[config.mk]
export PLATFORM = sky130hd
export DESIGN_NAME = wts_wave_ram_arbiter
export DESIGN_NICKNAME = d
export VERILOG_FILES = /design/src/rtl/wts_pkg.sv /design/src/rtl/wts_rr_picker.sv /design/src/rtl/wts_wave_ram_arbiter.sv
export SDC_FILE = /design/constraint.sdc
export NUM_CORES = 1
export LEC_CHECK = 0
export ABC_AREA = 1
export BUFFER_PORTS_ARGS = -buffer_cell sky130_fd_sc_hd__buf_2
export CORE_AREA = 2 2 91 93
export CTS_CLUSTER_SIZE = 16
export DETAILED_ROUTE_END_ITERATION = 6
export DIE_AREA = 0 0 93 95
export PLACE_DENSITY = 0.95
export SETUP_SLACK_MARGIN = 0.05
export SLEW_MARGIN = 20
export SYNTH_ARGS = -nofsm -noshare
export SYNTH_HDL_FRONTEND = slang
export SYNTH_SLANG_ARGS = --single-unit
export TNS_END_PERCENT = 100
[constraint.sdc]
create_clock -name clk -period 9.64 [get_ports clk]
set_clock_uncertainty 0.05 [all_clocks]
set_input_delay 2.41 -clock clk [delete_from_list [all_inputs] [get_ports clk]]
set_output_delay 2.41 -clock clk [all_outputs]
set_load 0.05 [all_outputs]
[src/rtl/wts_pkg.sv]
// Shared constants and requester tag encodings for the wave-table RAM arbiter.
package wts_pkg;
    localparam int CH_NUM_DEF    = 5;
    localparam int WAVE_BITS_DEF = 5;
    localparam int CH_BITS_DEF   = 3;

    localparam logic [7:0] OOR_RD_VAL = 8'hFF;

    typedef enum logic [1:0] {
        TAG_NONE = 2'd0,
        TAG_CPU  = 2'd1,
        TAG_CH   = 2'd2
    } tag_t;
endpackage

[src/rtl/wts_rr_picker.sv]
// Rotate-priority picker: first set request at or after ptr, wrapping at CH_NUM.
module wts_rr_picker
    import wts_pkg::*;
#(
    parameter int CH_NUM  = CH_NUM_DEF,
    parameter int CH_BITS = CH_BITS_DEF
) (
    input  logic [CH_NUM-1:0]  req,
    input  logic [CH_BITS-1:0] ptr,
    output logic [CH_NUM-1:0]  gnt,
    output logic               valid
);
    int idx;

    always_comb begin
        gnt   = '0;
        valid = 1'b0;
        idx   = 0;
        for (int i = 0; i < CH_NUM; i++) begin
            idx = int'(ptr) + i;
            if (idx >= CH_NUM) idx = idx - CH_NUM;
            if (!valid && req[idx]) begin
                gnt[idx] = 1'b1;
                valid    = 1'b1;
            end
        end
    end
endmodule

[src/rtl/wts_wave_ram_arbiter.sv]
// Single-port wave-table RAM arbiter: fixed-priority CPU port, round-robin channel fetchers,
// one grant per clock with a two-stage tag pipeline carrying each access to its ack.
module wts_wave_ram_arbiter
    import wts_pkg::*;
#(
    parameter int CH_NUM    = CH_NUM_DEF,
    parameter int WAVE_BITS = WAVE_BITS_DEF,
    parameter int CH_BITS   = CH_BITS_DEF
) (
    input  logic                          clk,
    input  logic                          reset,
    input  logic                          cpu_req,
    input  logic                          cpu_wr,
    input  logic [CH_BITS+WAVE_BITS-1:0]  cpu_a,
    input  logic [7:0]                    cpu_d,
    output logic [7:0]                    cpu_q,
    output logic                          cpu_ack,
    input  logic [CH_NUM-1:0]             ch_req,
    input  logic [CH_NUM*WAVE_BITS-1:0]   ch_idx,
    output logic [CH_NUM-1:0]             ch_ack,
    output logic [7:0]                    ch_q,
    output logic [CH_BITS+WAVE_BITS-1:0]  ram_a,
    output logic                          ram_we,
    output logic [7:0]                    ram_d,
    input  logic [7:0]                    ram_q
);
    localparam int AW = CH_BITS + WAVE_BITS;

    logic               cpu_pend;
    logic               pend_wr;
    logic [AW-1:0]      pend_a;
    logic [7:0]         pend_d;
    logic               pend_oor;
    logic               cpu_busy;

    tag_t               tag_p1, tag_p2;
    logic [CH_BITS-1:0] ch_p1, ch_p2;
    logic               wr_p1, wr_p2;
    logic               oor_p1, oor_p2;
    logic [CH_BITS-1:0] rr_ptr;

    logic [CH_NUM-1:0]    busy, elig, pick, ack_vec;
    logic                 pick_vld;
    logic [CH_BITS-1:0]   pick_ch, next_ptr;
    logic [WAVE_BITS-1:0] pick_idx;

    // A channel stays masked while its access occupies either tag stage.
    always_comb begin
        busy    = '0;
        ack_vec = '0;
        for (int i = 0; i < CH_NUM; i++) begin
            busy[i]    = ((tag_p1 == TAG_CH) && (ch_p1 == CH_BITS'(i))) ||
                         ((tag_p2 == TAG_CH) && (ch_p2 == CH_BITS'(i)));
            ack_vec[i] = (tag_p2 == TAG_CH) && (ch_p2 == CH_BITS'(i));
        end
    end

    assign elig = ch_req & ~busy;

    wts_rr_picker #(
        .CH_NUM  (CH_NUM),
        .CH_BITS (CH_BITS)
    ) u_picker (
        .req   (elig),
        .ptr   (rr_ptr),
        .gnt   (pick),
        .valid (pick_vld)
    );

    always_comb begin
        pick_ch = '0;
        for (int i = 0; i < CH_NUM; i++) begin
            if (pick[i]) pick_ch = CH_BITS'(i);
        end
    end

    assign next_ptr = (pick_ch == CH_BITS'(CH_NUM - 1)) ? '0 : pick_ch + 1'b1;
    assign pick_idx = ch_idx[int'(pick_ch)*WAVE_BITS +: WAVE_BITS];
    assign pend_oor = int'(pend_a[AW-1 -: CH_BITS]) >= CH_NUM;
    assign cpu_busy = (tag_p1 == TAG_CPU) || (tag_p2 == TAG_CPU);

    always_ff @(posedge clk or posedge reset) begin
        if (reset) begin
            cpu_pend <= 1'b0;
            pend_wr  <= 1'b0;
            pend_a   <= '0;
            pend_d   <= '0;
            tag_p1   <= TAG_NONE;
            tag_p2   <= TAG_NONE;
            ch_p1    <= '0;
            ch_p2    <= '0;
            wr_p1    <= 1'b0;
            wr_p2    <= 1'b0;
            oor_p1   <= 1'b0;
            oor_p2   <= 1'b0;
            rr_ptr   <= '0;
            ram_a    <= '0;
            ram_we   <= 1'b0;
            ram_d    <= '0;
            cpu_q    <= '0;
            cpu_ack  <= 1'b0;
            ch_q     <= '0;
            ch_ack   <= '0;
        end else begin
            // A pending CPU request is always granted on the following edge.
            if (cpu_pend) begin
                cpu_pend <= 1'b0;
            end else if (cpu_req && !cpu_busy) begin
                cpu_pend <= 1'b1;
                pend_wr  <= cpu_wr;
                pend_a   <= cpu_a;
                pend_d   <= cpu_d;
            end

            // E0: grant and RAM issue
            ram_we <= 1'b0;
            tag_p1 <= TAG_NONE;
            wr_p1  <= 1'b0;
            oor_p1 <= 1'b0;
            if (cpu_pend) begin
                tag_p1 <= TAG_CPU;
                wr_p1  <= pend_wr;
                oor_p1 <= pend_oor;
                if (!pend_oor) begin
                    ram_a  <= pend_a;
                    ram_we <= pend_wr;
                    ram_d  <= pend_d;
                end
            end else if (pick_vld) begin
                tag_p1 <= TAG_CH;
                ch_p1  <= pick_ch;
                ram_a  <= {pick_ch, pick_idx};
                rr_ptr <= next_ptr;
            end

            // E1: RAM read in progress
            tag_p2 <= tag_p1;
            ch_p2  <= ch_p1;
            wr_p2  <= wr_p1;
            oor_p2 <= oor_p1;

            // E2: completion
            cpu_ack <= (tag_p2 == TAG_CPU);
            ch_ack  <= ack_vec;
            if ((tag_p2 == TAG_CPU) && !wr_p2) begin
                cpu_q <= oor_p2 ? OOR_RD_VAL : ram_q;
            end
            if (tag_p2 == TAG_CH) begin
                ch_q <= ram_q;
            end
        end
    end
endmodule

==> impl_metrics.json <==
{
  "fmax_mhz": 222,
  "setup_tns_ps": 0,
  "die_area_sq_um": 8840,
  "num_rows": 33,
  "drive_gt1_share_pct": 21.1,
  "synthDistinctLibCells": 37,
  "critPathMaxFanout": 16,
  "post_cts_buffers": 0,
  "grt_max_degree": 75,
  "critPathSlowestCell": "dfrtp_1",
  "use_met2_pct": 46.2,
  "yosys_register_bits": 74,
  "worstSetupStartpointType": "flop",
  "end_kind": "flop",
  "drt-initial-drc-count": 332,
  "synth_area_sq_um": 4560,
  "antenna_found_initial": 0,
  "detail-route-antenna-nets": 0,
  "wl_per_cell_um": 14.1,
  "hold_buffers": 0,
  "r2r_slack_ps": 5130,
  "cp-endpoint": "ram_a[7]",
  "nNetsFinal": 809,
  "grt_pass1_vias": 4151,
  "ctsResizeCount": 0,
  "slowest_delay_ps": 740,
  "viasPerCell": 5.31,
  "gr-total-overflow": 0,
  "synth_area_per_cell_sq_um": 7.19,
  "pin_count": 97,
  "dp_hpwl_mm": 8.55,
  "clock_tree.htree_level_count": 3,
  "grt_first_pass_wirelength_mm": 19.5,
  "die_w_um": 93,
  "rr_startpoint": "rr_ptr[0]",
  "whs_ps": 299,
  "slew_viol_final": 0,
  "yosysSeqAreaShare_pct": 40.6,
  "status": "complete, no violations",
  "track_usage_pct": 28.0,
  "cts_tree": "done",
  "post-route-util_pct": 67.1,
  "cts_made_buffers": 9,
  "cts_buffer_depth": 2,
  "cp-startpoint": "rr_ptr[0]",
  "yosys_warnings": 0,
  "rsz0062_at_grt": "no",
  "criticalPathCategory": "flop to flop",
  "worst_pin_slew_ps": 898,
  "cp.required_ps": 9780,
  "diodes": 0,
  "gp_congestion": 0.874,
  "syn2layout_area_growth_pct": 16.7,
  "maxCapViolations": 0,
  "hold_violations": 0,
  "final_cells": 839,
  "firstDrtPassIters": 6,
  "initial_core_util_pct": 57.5,
  "dpl.cell_count": 825,
  "min_period_over_period_pct": 46.8,
  "clk_latency_ps": 340,
  "arrival_ps": 4660,
  "vias": 4458,
  "die_height_um": 95,
  "clock-sinks": 74,
  "grt_use_met1_pct": 37.8,
  "netlist_instances": 634,
  "grt-busiest-layer": "met2",
  "setup-violations-final": 0,
  "reg2reg_depth": 16,
  "totalWireLength_mm": 11.8,
  "crit_chain": "clkinv_1, ha_1, fa_1, nand2_2, xor2_1, nor2_1, nand2_1, nand3_1, nor2_1, nand3_2, nor2_4, a21oi_2, nor2_1, inv_1, nor2_1, a211oi_1",
  "regToRegEndpoint": "ram_a[7]",
  "use_met3_pct": 5.51,
  "hp-class": "flop to flop",
  "ctsRootBufferMaster": "clkbuf_8",
  "clk_pin_slew_ps": 70,
  "drc": 0,
  "syn-num-nets": 712,
  "maxSlewHeadroom_pct": 40.1,
  "finalCriticalPeriod_ps": 4510,
  "core_area_sq_um": 7930,
  "io_buffers": 96,
  "path_common_cell": "nor2_1"
}
## metal layers
metal / share of wire (%) / routed length, um / up-vias
li1: - / - / 2202
met1: 42 / 5000 / 2054
met2: 50 / 5860 / 181
met3: 6.4 / 749 / 21
met4: 1.6 / 186 / 0
met5: 0 / 0 / -
## worst max-delay path: cells and delay by family (launching register included)
family	cells	cell delay (ps)
buf+inv	2	660
flops	1	740
compound gates	2	180
xor+xnor	1	300
simple gates	9	1640
fa+ha+maj	2	790
## cell type report
type / count / area (sq um)
Clock buffer: 9 / 124
Clock inverter: 5 / 81.3
Fill cell: 666 / 2610
Inverter: 79 / 297
Multi-Input combinational cell: 470 / 2340
Sequential cell: 74 / 1850
Tap cell: 105 / 131
Timing Repair Buffer: 97 / 488
## cells by family (layout without fill, tap and decap cells)
| kind of cell | after synthesis | after routing | synth area share, % |
|---|---|---|---|
| adders and majority gates | 20 | 20 | 5.66 |
| buffers and inverters | 90 | 190 | 7.88 |
| AOI/OAI and AO/OA | 74 | 74 | 8.65 |
| and+or+nand+nor | 370 | 370 | 36.0 |
| xor gates and xnor gates | 6 | 6 | 1.15 |
| DFF | 74 | 74 | 40.6 |
## how the worst min path moves through the flow
stage	from	to	slack (ps)	cells past startpoint
3_5_place_dp	oor_p1	oor_p2	290	0
3_3_place_gp	wr_p1	wr_p2	280	0
6_report	wr_p1	wr_p2	300	0
4_1_cts	wr_p1	wr_p2	300	0
2_1_floorplan	oor_p1	oor_p2	280	0
5_1_grt	wr_p1	wr_p2	300	0
## sequential cells by signal, indices dropped and copies added, names as in the netlist, 2 cells and up
signal,count
pend_a,8
tag_p1,2
ch_ack,5
cpu_q,8
tag_p2,2
ram_a,8
ch_p1,3
ch_p2,3
pend_d,8
ram_d,8
rr_ptr,3
ch_q,8
## Yosys cell counts (all sizes together)
cell    instances  share of area, %
nor3b           1              0.16
buf             5              0.88
o21a            1              0.16
o21ai          49               5.5
dfrtp          74                41
nand4          12               1.8
clkbuf          6              0.49
nand3b          5              0.82
nand3          44               5.3
nor4            1              0.14
inv            77               6.3
clkinv          2              0.16
nand2         219                19
xnor2           2              0.38
and2            1              0.14
a21oi          19               2.3
nor3            6              0.66
a211oi          1              0.16
and3            2              0.27
xor2            4              0.77
o211ai          2              0.33
fa              1              0.44
ha             19               5.2
a31oi           2              0.27
nor2           79               7.8
## cell usage in the layout, fill, tap and decap left out, types with 2 or more instances in the layout
cell	count
bufinv_16	2
nand2_2	14
a21oi_1	17
nor2_4	5
xor2_1	4
nand3_1	40
inv_1	69
nor3_1	6
o211ai_1	2
nor2_1	66
a21oi_2	2
nand4_1	11
o21ai_0	42
ha_1	19
nand3b_1	5
xnor2_1	2
clkinv_1	2
a31oi_1	2
buf_2	96
o21ai_1	6
inv_2	8
nand2_1	204
clkbuf_8	9
nand3_2	4
nor2_2	8
dfrtp_1	74
and3_1	2
## through the flow
stage,area (sq um),setup slack (ps)
detailed placement,5110,4870
global route,5320,4720
finish,5320,5130
global placement,5110,4940
CTS,5320,5220
floorplan,4560,5300
Power is not shown: default switching activity piles up to over one toggle a cycle in this logic, so the estimate is an artifact.
